**src/rtl/stream_req_arbiter.sv**
```systemverilog
// Round-robin arbiter sharing one compressed-data stream port among NUM_PE PE controllers.
// Optional build macro FILTER_PRIORITY_EN: filter requests win over input requests in arbitration.
module stream_req_arbiter #(
  parameter int NUM_PE = 8,
  parameter int LEN_W  = 10,
  parameter int CH_W   = 3,
  localparam int PE_W  = (NUM_PE > 1) ? $clog2(NUM_PE) : 1
) (
  input  logic                    clk,
  input  logic                    rst,
  input  logic [NUM_PE-1:0]       req_valid,
  input  logic [NUM_PE-1:0]       req_is_filter,
  input  logic [NUM_PE*CH_W-1:0]  req_channel,
  input  logic [NUM_PE*LEN_W-1:0] req_len,
  output logic [NUM_PE-1:0]       req_grant,
  output logic                    strm_valid,
  input  logic                    strm_ready,
  output logic [PE_W-1:0]         strm_pe_id,
  output logic                    strm_is_filter,
  output logic [CH_W-1:0]         strm_channel,
  output logic                    strm_last,
  output logic [NUM_PE-1:0]       stream_done,
  output logic                    busy,
  output logic [1:0]              dbg_state
);

  // Handshake: a beat transfers on a rising edge where strm_valid && strm_ready;
  // strm_valid never drops and the tags never change until that beat is taken.

  typedef enum logic [1:0] {
    S_IDLE   = 2'd0,
    S_STREAM = 2'd1,
    S_DONE   = 2'd2
  } state_t;

  state_t            r_state;
  state_t            w_state_nxt;
  logic [PE_W-1:0]   r_rr_ptr;
  logic [PE_W-1:0]   r_pe_id;
  logic              r_is_filter;
  logic [CH_W-1:0]   r_channel;
  logic [LEN_W-1:0]  r_len;
  logic [LEN_W-1:0]  r_beat_cnt;
  logic [NUM_PE-1:0] r_grant;

  logic [NUM_PE-1:0] w_cand;
  logic              w_found;
  logic [PE_W-1:0]   w_winner;
  logic [PE_W-1:0]   w_idx;
  logic [PE_W-1:0]   w_rr_nxt;
  logic [NUM_PE-1:0] w_win_oh;
  logic [CH_W-1:0]   w_ch_a  [NUM_PE];
  logic [LEN_W-1:0]  w_len_a [NUM_PE];
  logic              w_last;
  logic              w_take;

  always_comb begin
    for (int g = 0; g < NUM_PE; g++) begin
      w_ch_a[g]  = req_channel[g*CH_W +: CH_W];
      w_len_a[g] = req_len[g*LEN_W +: LEN_W];
    end
  end

`ifdef FILTER_PRIORITY_EN
  logic w_any_filter;
  always_comb begin
    w_any_filter = |(req_valid & req_is_filter);
    w_cand       = w_any_filter ? (req_valid & req_is_filter)
                                : (req_valid & ~req_is_filter);
  end
`else
  always_comb begin
    w_cand = req_valid;
  end
`endif

  // Scan rr_ptr, rr_ptr+1, ... (mod NUM_PE); the first candidate wins.
  always_comb begin
    w_found  = 1'b0;
    w_winner = '0;
    w_idx    = '0;
    for (int i = 0; i < NUM_PE; i++) begin
      w_idx = PE_W'((int'(r_rr_ptr) + i) % NUM_PE);
      if (!w_found && w_cand[w_idx]) begin
        w_found  = 1'b1;
        w_winner = w_idx;
      end
    end
  end

  always_comb begin
    w_rr_nxt = (w_winner == PE_W'(NUM_PE - 1)) ? '0 : w_winner + 1'b1;
    w_win_oh = '0;
    w_win_oh[w_winner] = 1'b1;
  end

  assign w_last = (r_state == S_STREAM) && (r_beat_cnt == r_len - LEN_W'(1));
  assign w_take = (r_state == S_STREAM) && strm_ready;

  always_comb begin
    w_state_nxt = r_state;
    case (r_state)
      S_IDLE: begin
        if (w_found) begin
          w_state_nxt = (w_len_a[w_winner] == '0) ? S_DONE : S_STREAM;
        end
      end
      S_STREAM: begin
        if (w_take && w_last) begin
          w_state_nxt = S_DONE;
        end
      end
      S_DONE:  w_state_nxt = S_IDLE;
      default: w_state_nxt = S_IDLE;
    endcase
  end

  always_ff @(posedge clk or posedge rst) begin
    if (rst) begin
      r_state     <= S_IDLE;
      r_rr_ptr    <= '0;
      r_pe_id     <= '0;
      r_is_filter <= 1'b0;
      r_channel   <= '0;
      r_len       <= '0;
      r_beat_cnt  <= '0;
      r_grant     <= '0;
    end else begin
      r_state <= w_state_nxt;
      r_grant <= '0;
      case (r_state)
        S_IDLE: begin
          if (w_found) begin
            r_pe_id     <= w_winner;
            r_is_filter <= req_is_filter[w_winner];
            r_channel   <= w_ch_a[w_winner];
            r_len       <= w_len_a[w_winner];
            r_grant     <= w_win_oh;
            r_rr_ptr    <= w_rr_nxt;
          end
        end
        S_STREAM: begin
          if (w_take) begin
            r_beat_cnt <= r_beat_cnt + LEN_W'(1);
          end
        end
        default: r_beat_cnt <= '0;
      endcase
    end
  end

  always_comb begin
    stream_done = '0;
    if (r_state == S_DONE) begin
      stream_done[r_pe_id] = 1'b1;
    end
  end

  assign req_grant      = r_grant;
  assign strm_valid     = (r_state == S_STREAM);
  assign strm_last      = w_last;
  assign strm_pe_id     = r_pe_id;
  assign strm_is_filter = r_is_filter;
  assign strm_channel   = r_channel;
  assign busy           = (r_state != S_IDLE);
  assign dbg_state      = r_state;

endmodule

```
**config.mk**
```make
export PLATFORM = sky130hd
export DESIGN_NAME = stream_req_arbiter
export DESIGN_NICKNAME = d
export VERILOG_FILES = /design/src/rtl/stream_req_arbiter.sv
export SDC_FILE = /design/constraint.sdc
export NUM_CORES = 1
export LEC_CHECK = 0
export ABC_CLOCK_PERIOD_IN_PS = 9200
export BUFFER_PORTS_ARGS = -buffer_cell sky130_fd_sc_hd__buf_2
export CAP_MARGIN = 40
export CORE_UTILIZATION = 50
export DETAILED_ROUTE_END_ITERATION = 8
export PLACE_DENSITY = 0.77
export SYNTH_ARGS = -nofsm -noshare
export SYNTH_HDL_FRONTEND = slang
export SYNTH_SLANG_ARGS = --single-unit
```
**constraint.sdc**
```tcl
create_clock -name clk -period 9.2 [get_ports clk]
set_input_delay 0 -clock clk [delete_from_list [all_inputs] [get_ports clk]]
set_output_delay 0 -clock clk [all_outputs]
set_load 0.02 [all_outputs]
```
==> results of run 1 <==
logic make-up (layout without fill, tap and decap cells):
logic type | count (synthesis) | after routing
flip-flops | 40 | 40
AND/OR/NAND/NOR | 159 | 159
multiplexers | 95 | 95
AO/OA/AOI/OAI | 96 | 96
XOR/XNOR | 21 | 21
buffers and inverters | 40 | 177
adder cells (fa/ha/maj) | 6 | 6
worst max-delay path: stages, from the launching register on:
cell and delay, ns:
dfrtp_1 0.93, inv_2 0.26, ha_1 0.89, mux4_2 0.67
mux2_4 0.32, or3_1 0.32, a31o_1 0.21, a32oi_1 0.18
or2_2 0.14, buf_4 0.54, mux2_2 0.41, mux4_2 0.50
nand2_1 0.10, o41ai_2 0.07
per-stage QoR:
stage / cell area, µm² / hold slack, ns
final: 5180 / 0.206
after global routing: 5180 / 0.220
after CTS: 5180 / 0.198
after detailed placement: 5080 / 0.164
after global placement: 5080 / 0.148
after floorplan: 4360 / 0.218
area by class of cell:
type | count | area [µm²]
multi-input combinational | 377 | 3120
inverter | 14 | 52.6
sequential | 40 | 1000
clock buffer | 5 | 68.8
timing repair buffer | 155 | 791
tap | 105 | 131
clock inverter | 3 | 18.8
fill | 745 | 3160
power by group:
part / switching (W) / leakage, nW / internal, W
clock network: 0.0000662 / 0.0479 / 0.0000529
registers: 0.000113 / 0.506 / 0.000239
logic: 0.00108 / 1.85 / 0.000908
state kept, by name, indices dropped and copies added (netlist names):
signal          count
r_beat_cnt         10
req_grant           8
strm_channel        3
strm_is_filter      1
r_len              10
r_rr_ptr            3
strm_pe_id          3
dbg_state           2
what timing repair did:
| action | CTS | global route |
|---|---|---|
| hold buffers | 1 | 0 |
| resized for setup | 0 | 0 |
| endpoints found under the hold margin | 40 | 0 |
layer usage:
metal  vias up  routed length [µm]  track usage
li1       2001                   -            -
met1      2071                5360        0.378
met2       199                6160        0.462
met3        21                 910       0.0343
met4         0                 177       0.0684
met5         -                   0            0
cell usage in the layout (no fill, tap or decap), drive strengths merged, types with 2 or more instances in the layout:
master / netlist / final
buf: 17 / 154
nor2: 49 / 49
nand2: 48 / 48
mux2i: 41 / 41
dfrtp: 40 / 40
o21ai: 31 / 31
mux4: 30 / 30
mux2: 24 / 24
a21oi: 16 / 16
xor2: 14 / 14
a211oi: 14 / 14
inv: 13 / 13
nor4: 9 / 9
nor3: 8 / 8
nand2b: 7 / 7
xnor2: 7 / 7
nand3: 6 / 6
ha: 6 / 6
and2: 5 / 5
nand4: 5 / 5
or3: 5 / 5
clkbuf: 9 / 5
o211ai: 4 / 4
nor2b: 4 / 4
nand3b: 4 / 4
clkinv: 1 / 4
a32oi: 3 / 3
and3: 2 / 2
o2bb2ai: 2 / 2
o31ai: 2 / 2
nand4b: 2 / 2
o41ai: 2 / 2
a31o: 2 / 2
o2111a: 2 / 2
worst paths after layout:
check / from / depth (start not counted) / end
max: r_rr_ptr[0] / 13 / dbg_state[1]
min: req_channel[18] / 4 / strm_channel[0]
max reg2reg: r_rr_ptr[0] / 13 / dbg_state[1]
min reg2reg: strm_channel[0] / 2 / strm_channel[0]
max in group asynchronous: rst / 4 / strm_pe_id[1]
min in group asynchronous: rst / 4 / req_grant[4]
==> qor.yml, run 1 <==
fin_crit_sh: 0.618
synthDistinctLibCells: 72
hold_viol: 0
nets: 722
wl_um: 12600
max_freq_mhz: 176
cts_tree: "yes"
worstHoldPathType: "input port to flop"
syn2layout_area_growth_pct: 18.8
p_total_w: 0.00246
synthSimpleGateAreaFrac: 0.173
ctsLongestPathBuffers: 2
drt-pass1-iter-count: 6
rows: 33
cts_sinks: 40
yosysTopAreaCellShare: 0.229
async_reset_ff_frac: 1.00
pre_cts_slack_ns: 3.53
drc_errors: 0
gp_congestion: 0.906
yosys.area.top_type: "dfrtp_1"
postCtsSetupRepairBufs: 0
die_y_um: 95.4
yosys_warnings: 0
ant_nets: 0
maxSlewViolCount: 0
antenna_found_initial: 0
core_area_mm2: 0.00834
utilization: 0.621
wire_per_inst_um: 18.0
cts_made_buffers: 5
drive_gt1_frac: 0.372
chipWidth_um: 95.4
synthTopCellsByArea: "dfrtp_1 23%, mux4_2 12%, mux2i_1 8.7%"
vias: 4292
grt_use_total: 0.276
skew_ns: 0.0109
regToRegSetupSlack_ns: 3.51
synth_xor_xnor_area_share: 0.0422
netlist_top_cells_count: "49 x nor2_1, 47 x nand2_1, 40 x dfrtp_1, 38 x mux2i_1, 29 x o21ai_0"
synth_compound_area_frac: 0.158
ys.flop_type: "dfrtp_1"
rsz0062_at_grt: "no"
period_needed_ns: 5.69
ctsRootBufferMaster: "clkbuf_8"
die_area_mm2: 0.00910
power.density_mw_per_mm2: 475
ys_seq_elements: 40
num_antenna_cells: 0
start_util: 0.523
maxSlewHeadroom: 0.403
synthAdderAreaFrac: 0.0172
dp_cells: 690
vias_per_cell: 6.14
worstPathRequired_ns: 9.38
port_buffers: 150
fin_ws_ns: 3.51
synth_mux_area_frac: 0.321
synth_top_family_by_area: "multiplexers"
drt_iter0_markers: 250
io_pins: 151
clock_latency_ns: 0.30
power_leakage_nw: 2.40
syn-num-nets: 586
grt_overflow: 0
worstSetupPathType: "flop to flop"
synth_edf_count: 0
endpoint_kind: "flop"
htreeDepth: 2
arrival_ns: 5.87
outcome: "finished, final reports clean"
grt_pass1_vias: 4031
synth_cells: 457
maxCapViolCount: 0
tns_ns: 0
tightestPinTransition_ns: 0.895
synthesis.area_mm2: 0.00436
yosysMostFrequentCell: "nor2_1"
yosysSeqAreaShare: 0.229
grt_pass1_wl_um: 19500
dp_hpwl_um: 9870
finalNonFillerCells: 699
setup_viol: 0
avgSynthCellArea_um2: 9.55
crit_fanout: 55
peakVddDrop_v: 0.000456
cts.clk_slew.worst_paths_ns: 0.08
crit_path_start_kind: "flop"
grt_max_degree: 56
Note: power is estimated with default switching activity, not from simulation.
==> inputs of run 2 (changes only) <==
ABC_CLOCK_PERIOD_IN_PS = 4650   (was 9200)
CORE_UTILIZATION = 47   (was 50)
PLACE_DENSITY = 0.76   (was 0.77)
clock period = 4.65 ns   (was 9.2 ns; I/O delays follow)
==> qor.yml, run 2 (synthesized netlist as in run 1, its figures left out) <==
mostFrequentLayoutCell: "buf_2"
fin_crit_sh: 0.924  # +0.306
p_int_w: 0.00257  # +110%
crit_fanout: 26  # -53%
skew_ns: 0.0152  # +0.00436 ns
core_area_mm2: 0.00885  # +6.1%
outcome: "finished, violations left"
regToRegSetupSlack_ns: 0.35  # -3.16 ns
worstSetupPathType: "flop to flop"
cpMaxStageDelayCell: "mux4_2"
violations: "design-rule violations"
max_freq_mhz: 233  # +32%
crit_path_start_kind: "flop"
p_switching_w: 0.00252  # +100%
chipWidth_um: 98.3  # +3.1%
grt_pass1_vias: 4175  # +3.6%
p_comb_frac: 0.813  # +0.004
final-seq-area_mm2: 0.00100  # unchanged
ctsRootBufferMaster: "clkbuf_8"
path_cells: "inv_1 > ha_1 > mux4_2 > mux2_4 > or3_1 > a31o_1 > a32oi_1 > or2_4 > buf_4 > mux2_1 > o221ai_1 > nand2_1 > o41ai_2"
switching_share: 0.495  # -0.0176
grt_overflow: 0  # unchanged
nets: 729  # +0.97%
top_usage_layer: "met2"
ctsLongestPathBuffers: 2  # unchanged
wire_per_inst_um: 18.4  # +2.0%
reg2reg_to: "dbg_state[1]"
die_y_um: 98.3  # +3.1%
gr-usage-met1: 0.360  # -0.0181
ant_nets: 0  # unchanged
n_fill_cell: 806  # +8.2%
p_seq_frac: 0.126  # -0.017
maxSlewHeadroom: 0.564  # +0.161
tightestPinTransition_ns: 0.649  # -0.246 ns
power_frac_clock: 0.061  # +0.013
vias: 4305  # +0.30%
grtUsageMet3: 0.0293  # -0.00494
grt_util_met2: 0.466  # +0.00451
worstPathRequired_ns: 4.86  # -4.52 ns
arrival_ns: 4.51  # -1.36 ns
dp_hpwl_um: 10400  # +5.6%
rsz0062_at_grt: "no"
vias_per_cell: 6.07  # -1.1%
cts.clk_slew.worst_paths_ns: 0.09  # about the same
htreeDepth: 2  # unchanged
drt-pass1-iter-count: 7  # +1
cts_sinks: 40  # unchanged
critPathMaxStageDelay_ns: 0.62  # -0.31 ns
hold_viol: 0  # unchanged
multi_input_area_mm2: 0.00312  # about the same
power.density_mw_per_mm2: 962  # +100%
drt_iter0_markers: 294  # +18%
num_antenna_cells: 0  # unchanged
crit_end: "dbg_state[1]"
clock_latency_ns: 0.31  # about the same
endpoint_kind: "flop"
port_buffers: 150  # unchanged
most-common-layout-cells: "150 x buf_2, 49 x nor2_1, 47 x nand2_1, 40 x dfrtp_1, 38 x mux2i_1"
die_area_mm2: 0.00967  # +6.2%
start_util: 0.493  # -0.0300
io_pins: 151  # unchanged
drive_gt1_frac: 0.379  # +0.00731
gp_congestion: 0.971  # +7.2%
drc_errors: 9  # +9
power_leakage_nw: 2.46  # +2.4%
r2r-start: "r_rr_ptr[1]"
maxSlewViolCount: 0  # unchanged
grt_pass1_wl_um: 20800  # +6.8%
maxCapViolCount: 0  # unchanged
cts_made_buffers: 5  # unchanged
grt_use_total: 0.270  # -0.00595
grt_max_degree: 41  # -27%
syn2layout_area_growth_pct: 21.5
setup_viol: 0  # unchanged
utilization: 0.599  # -0.0224
reg2reg_depth: 13  # unchanged
startpoint: "r_rr_ptr[1]"
worstHoldPathType: "input port to flop"
cts_tree: "yes"
peakVddDrop_v: 0.000828  # +81%
tns_ns: 0  # unchanged
period_needed_ns: 4.30  # -1.39 ns
antenna_found_initial: 0  # unchanged
wl_um: 13000  # +3.4%
postCtsSetupRepairBufs: 0  # unchanged
rows: 34  # +3.0%
==> run 2: cell count changes in the layout (fill, tap and decap cells not counted) <==
cell,delta
clkbuf_8,+1
buf_12,+2
or2_4,+1
clkinv_2,-2
buf_4,+5
bufinv_16,+1
or2_2,-1
==> run 2: through the flow <==
step	area [µm²]	power (W)	hold WS (ns)	cells	worst slack, ns
2_1_floorplan	4360	0.00408	0.218	457	0.727
3_3_place_gp	5160	0.00466	0.156	700	0.339
3_5_place_dp	5160	0.00475	0.165	700	0.215
4_1_cts	5300	0.00507	0.208	709	0.209
5_1_grt	5300	0.00548	0.239	709	0.165
6_report	5300	0.00510	0.213	709	0.354
==> run 2: power groups by stage <==
stage | logic [W] | clock network, W | registers, W
final | 0.00414 | 0.000311 | 0.000642
after CTS | 0.00412 | 0.000314 | 0.000637
after global routing | 0.00450 | 0.000324 | 0.000661
after detailed placement | 0.00411 | 0 | 0.000643
after floorplan | 0.00345 | 0 | 0.000632
after global placement | 0.00403 | 0 | 0.000637
==> run 2: area by class of cell <==
| type | instances | area share |
|---|---|---|
| Inverter | 14 | 0.00992 |
| Clock buffer | 6 | 0.0156 |
| Multi-Input combinational cell | 377 | 0.589 |
| Tap cell | 108 | 0.0255 |
| Timing Repair Buffer | 162 | 0.164 |
| Clock inverter | 2 | 0.00732 |
| Sequential cell | 40 | 0.189 |
==> run 2: worst min-delay path by stage <==
stage	depth (start not counted)	from	slack, ns	to
CTS	4	req_channel[23]	0.21	strm_channel[2]
detailed placement	3	rst	0.17	strm_pe_id[2]
floorplan	1	rst	0.22	dbg_state[0]
global placement	3	rst	0.16	r_beat_cnt[2]
finish	4	req_channel[2]	0.21	strm_channel[2]
global route	4	req_len[19]	0.24	dbg_state[1]
==> run 2: routing by layer <==
layer	up-vias	part of all wire
met5	-	0
met4	0	0.014
met3	14	0.057
met2	175	0.51
met1	2096	0.41
li1	2020	-
==> run 2: critical path: cells and delay by family (launching register included) <==
| kind | cells | cell delay (ns) |
|---|---|---|
| AO/OA/AOI/OAI | 4 | 0.84 |
| adder cells (fa/ha/maj) | 1 | 0.49 |
| buffers and inverters | 2 | 0.44 |
| flip-flops | 1 | 0.36 |
| multiplexers | 3 | 1.30 |
| AND/OR/NAND/NOR | 3 | 0.78 |
==> run 2: what timing repair did <==
action / CTS / global route
gates resized for setup: 0 / 1
hold buffers: 1 / 0
hold endpoints to repair: 40 / 0
endpoints found under the setup margin: 0 / 2
==> inputs of run 3 (changes only) <==
ABC_CLOCK_PERIOD_IN_PS = 4900   (was 4650)
CORE_UTILIZATION = 50   (was 47)
PLACE_DENSITY = 0.77   (was 0.76)
clock period = 4.9 ns   (was 4.65 ns; I/O delays follow)
==> qor.yml, run 3 (synthesized netlist as in run 1, its figures left out) <==
cts_tree: "yes"
postCtsSetupRepairBufs: 0  # unchanged
min_delay_path_depth: 4  # unchanged
skew_ns: 0.00923  # -0.00601 ns
top_layer: "met4"
ctsRootBufferMaster: "clkbuf_8"
clock_latency_ns: 0.30  # about the same
fin_crit_sh: 0.904  # -0.0203
grt_use_total: 0.273  # +0.00349
dp_hpwl_um: 9950  # -4.6%
power.density_mw_per_mm2: 906  # -5.9%
chipWidth_um: 95.4  # -3.0%
vias_per_cell: 6.04  # -0.51%
drt_iter0_markers: 201  # -32%
drt-pass1-iter-count: 6  # -1
ctsLongestPathBuffers: 2  # unchanged
wl_met1_um: 5370  # -0.67%
wl_met3_um: 833  # +12%
utilization: 0.631  # +0.0324
wl_met2_um: 6100  # -9.1%
wl_um: 12400  # -4.7%
maxSlewViolCount: 0  # unchanged
crit_path_start_kind: "flop"
worstPathRequired_ns: 5.11  # +0.25 ns
tns_ns: 0  # unchanged
worstSetupPathType: "flop to flop"
die_y_um: 95.4  # -3.0%
gp_congestion: 0.919  # -5.4%
arrival_ns: 4.63  # +0.12 ns
start_util: 0.523  # +0.0300
r2r-start: "r_rr_ptr[0]"
rsz0062_at_grt: "no"
maxSlewHeadroom: 0.486  # -0.0782
cts_made_buffers: 5  # unchanged
power_leakage_nw: 2.45  # -0.52%
cts_sinks: 40  # unchanged
crit_fanout: 19  # -27%
max_freq_mhz: 226  # -3.0%
maxCapViolCount: 0  # unchanged
multi_input_area_mm2: 0.00312  # about the same
cts_resized: 0  # unchanged
most-common-layout-cells: "150 x buf_2, 49 x nor2_1, 47 x nand2_1, 40 x dfrtp_1, 38 x mux2i_1"
grt_pass1_wl_um: 19200  # -7.8%
drc_errors: 0  # -9
grt_max_degree: 41  # unchanged
wire_per_inst_um: 17.6  # -4.4%
grt_pass1_vias: 3937  # -5.7%
hold_slack_ns: 0.190  # -0.0229 ns
rows: 33  # -2.9%
n_fill_cell: 724  # -10%
regToRegSetupSlack_ns: 0.47  # +0.12 ns
die_area_mm2: 0.00910  # -5.9%
htreeDepth: 2  # unchanged
hold_viol: 0  # unchanged
tightestPinTransition_ns: 0.765  # +0.116 ns
outcome: "finished, final reports clean"
ant_nets: 0  # unchanged
endpoint_kind: "flop"
min-delay-start: "req_is_filter[6]"
setup_viol: 0  # unchanged
final-seq-area_mm2: 0.00100  # unchanged
reg2reg_depth: 14  # +1
reg2reg_to: "dbg_state[1]"
syn2layout_area_growth_pct: 20.7
nets: 730  # +0.14%
worstHoldPathType: "input port to flop"
vias: 4271  # -0.79%
num_antenna_cells: 0  # unchanged
cts.clk_slew.worst_paths_ns: 0.09  # about the same
io_pins: 151  # unchanged
peakVddDrop_v: 0.000778  # -6.0%
core_area_mm2: 0.00834  # -5.7%
hold_path_end: "strm_is_filter"
period_needed_ns: 4.43  # +0.132 ns
antenna_found_initial: 0  # unchanged
drive_gt1_frac: 0.380  # +0.00103
port_buffers: 150  # unchanged
grt_overflow: 0  # unchanged
mostFrequentLayoutCell: "buf_2"
## run 3: power by group
group / total [W] / internal, W / switching, W / leakage [nW]
clock: 0.000274 / 0.000151 / 0.000123 / 0.0541
combinational: 0.00388 / 0.00179 / 0.00209 / 1.89
sequential: 0.000615 / 0.000449 / 0.000165 / 0.506
## run 3: worst max path at each step
stage	cells after the start	startpoint	slack, ns	end
floorplan	15	r_rr_ptr[1]	0.98	dbg_state[0]
global placement	13	r_rr_ptr[1]	0.69	dbg_state[1]
detailed placement	14	r_rr_ptr[0]	0.51	dbg_state[1]
CTS	14	r_rr_ptr[0]	0.46	dbg_state[1]
global route	14	r_rr_ptr[0]	0.18	dbg_state[1]
finish	14	r_rr_ptr[0]	0.47	dbg_state[1]
## run 3: stage by stage
stage	instance area (µm²)	power (W)	setup slack, ns	cells
after global routing	5270	0.00513	0.182	707
after floorplan	4360	0.00387	0.977	457
after detailed placement	5140	0.00447	0.513	698
after global placement	5140	0.00440	0.692	698
final	5270	0.00477	0.472	707
after CTS	5270	0.00476	0.464	707
## run 3: layer usage
metal / GRT usage / vias up
met1: 0.390 / 2055
met2: 0.443 / 172
li1: - / 2032
met5: 0 / -
met3: 0.0367 / 12
met4: 0.0572 / 0
## run 3: final cells by class
cell class | count | share of cell area
Clock inverter | 3 | 0.00808
Inverter | 14 | 0.00998
Tap cell | 105 | 0.0250
Timing Repair Buffer | 163 | 0.162
Multi-Input combinational cell | 377 | 0.592
Clock buffer | 5 | 0.0131
Sequential cell | 40 | 0.190
## run 3: what timing repair did
action,CTS,global route
endpoints found under the setup margin,0,0
hold buffers,1,0
endpoints found under the hold margin,40,0
## run 3: critical path, stage by stage, from the launching register on
cell and delay (ns):
dfrtp_1 0.39, inv_2 0.11, ha_1 0.47, buf_4 0.29
mux2_2 0.39, mux4_2 0.54, nand3_1 0.12, o211ai_1 0.09
a32oi_1 0.26, or2_2 0.47, buf_4 0.30, mux2_1 0.34
o221ai_1 0.24, nand2_1 0.11, o41ai_2 0.22
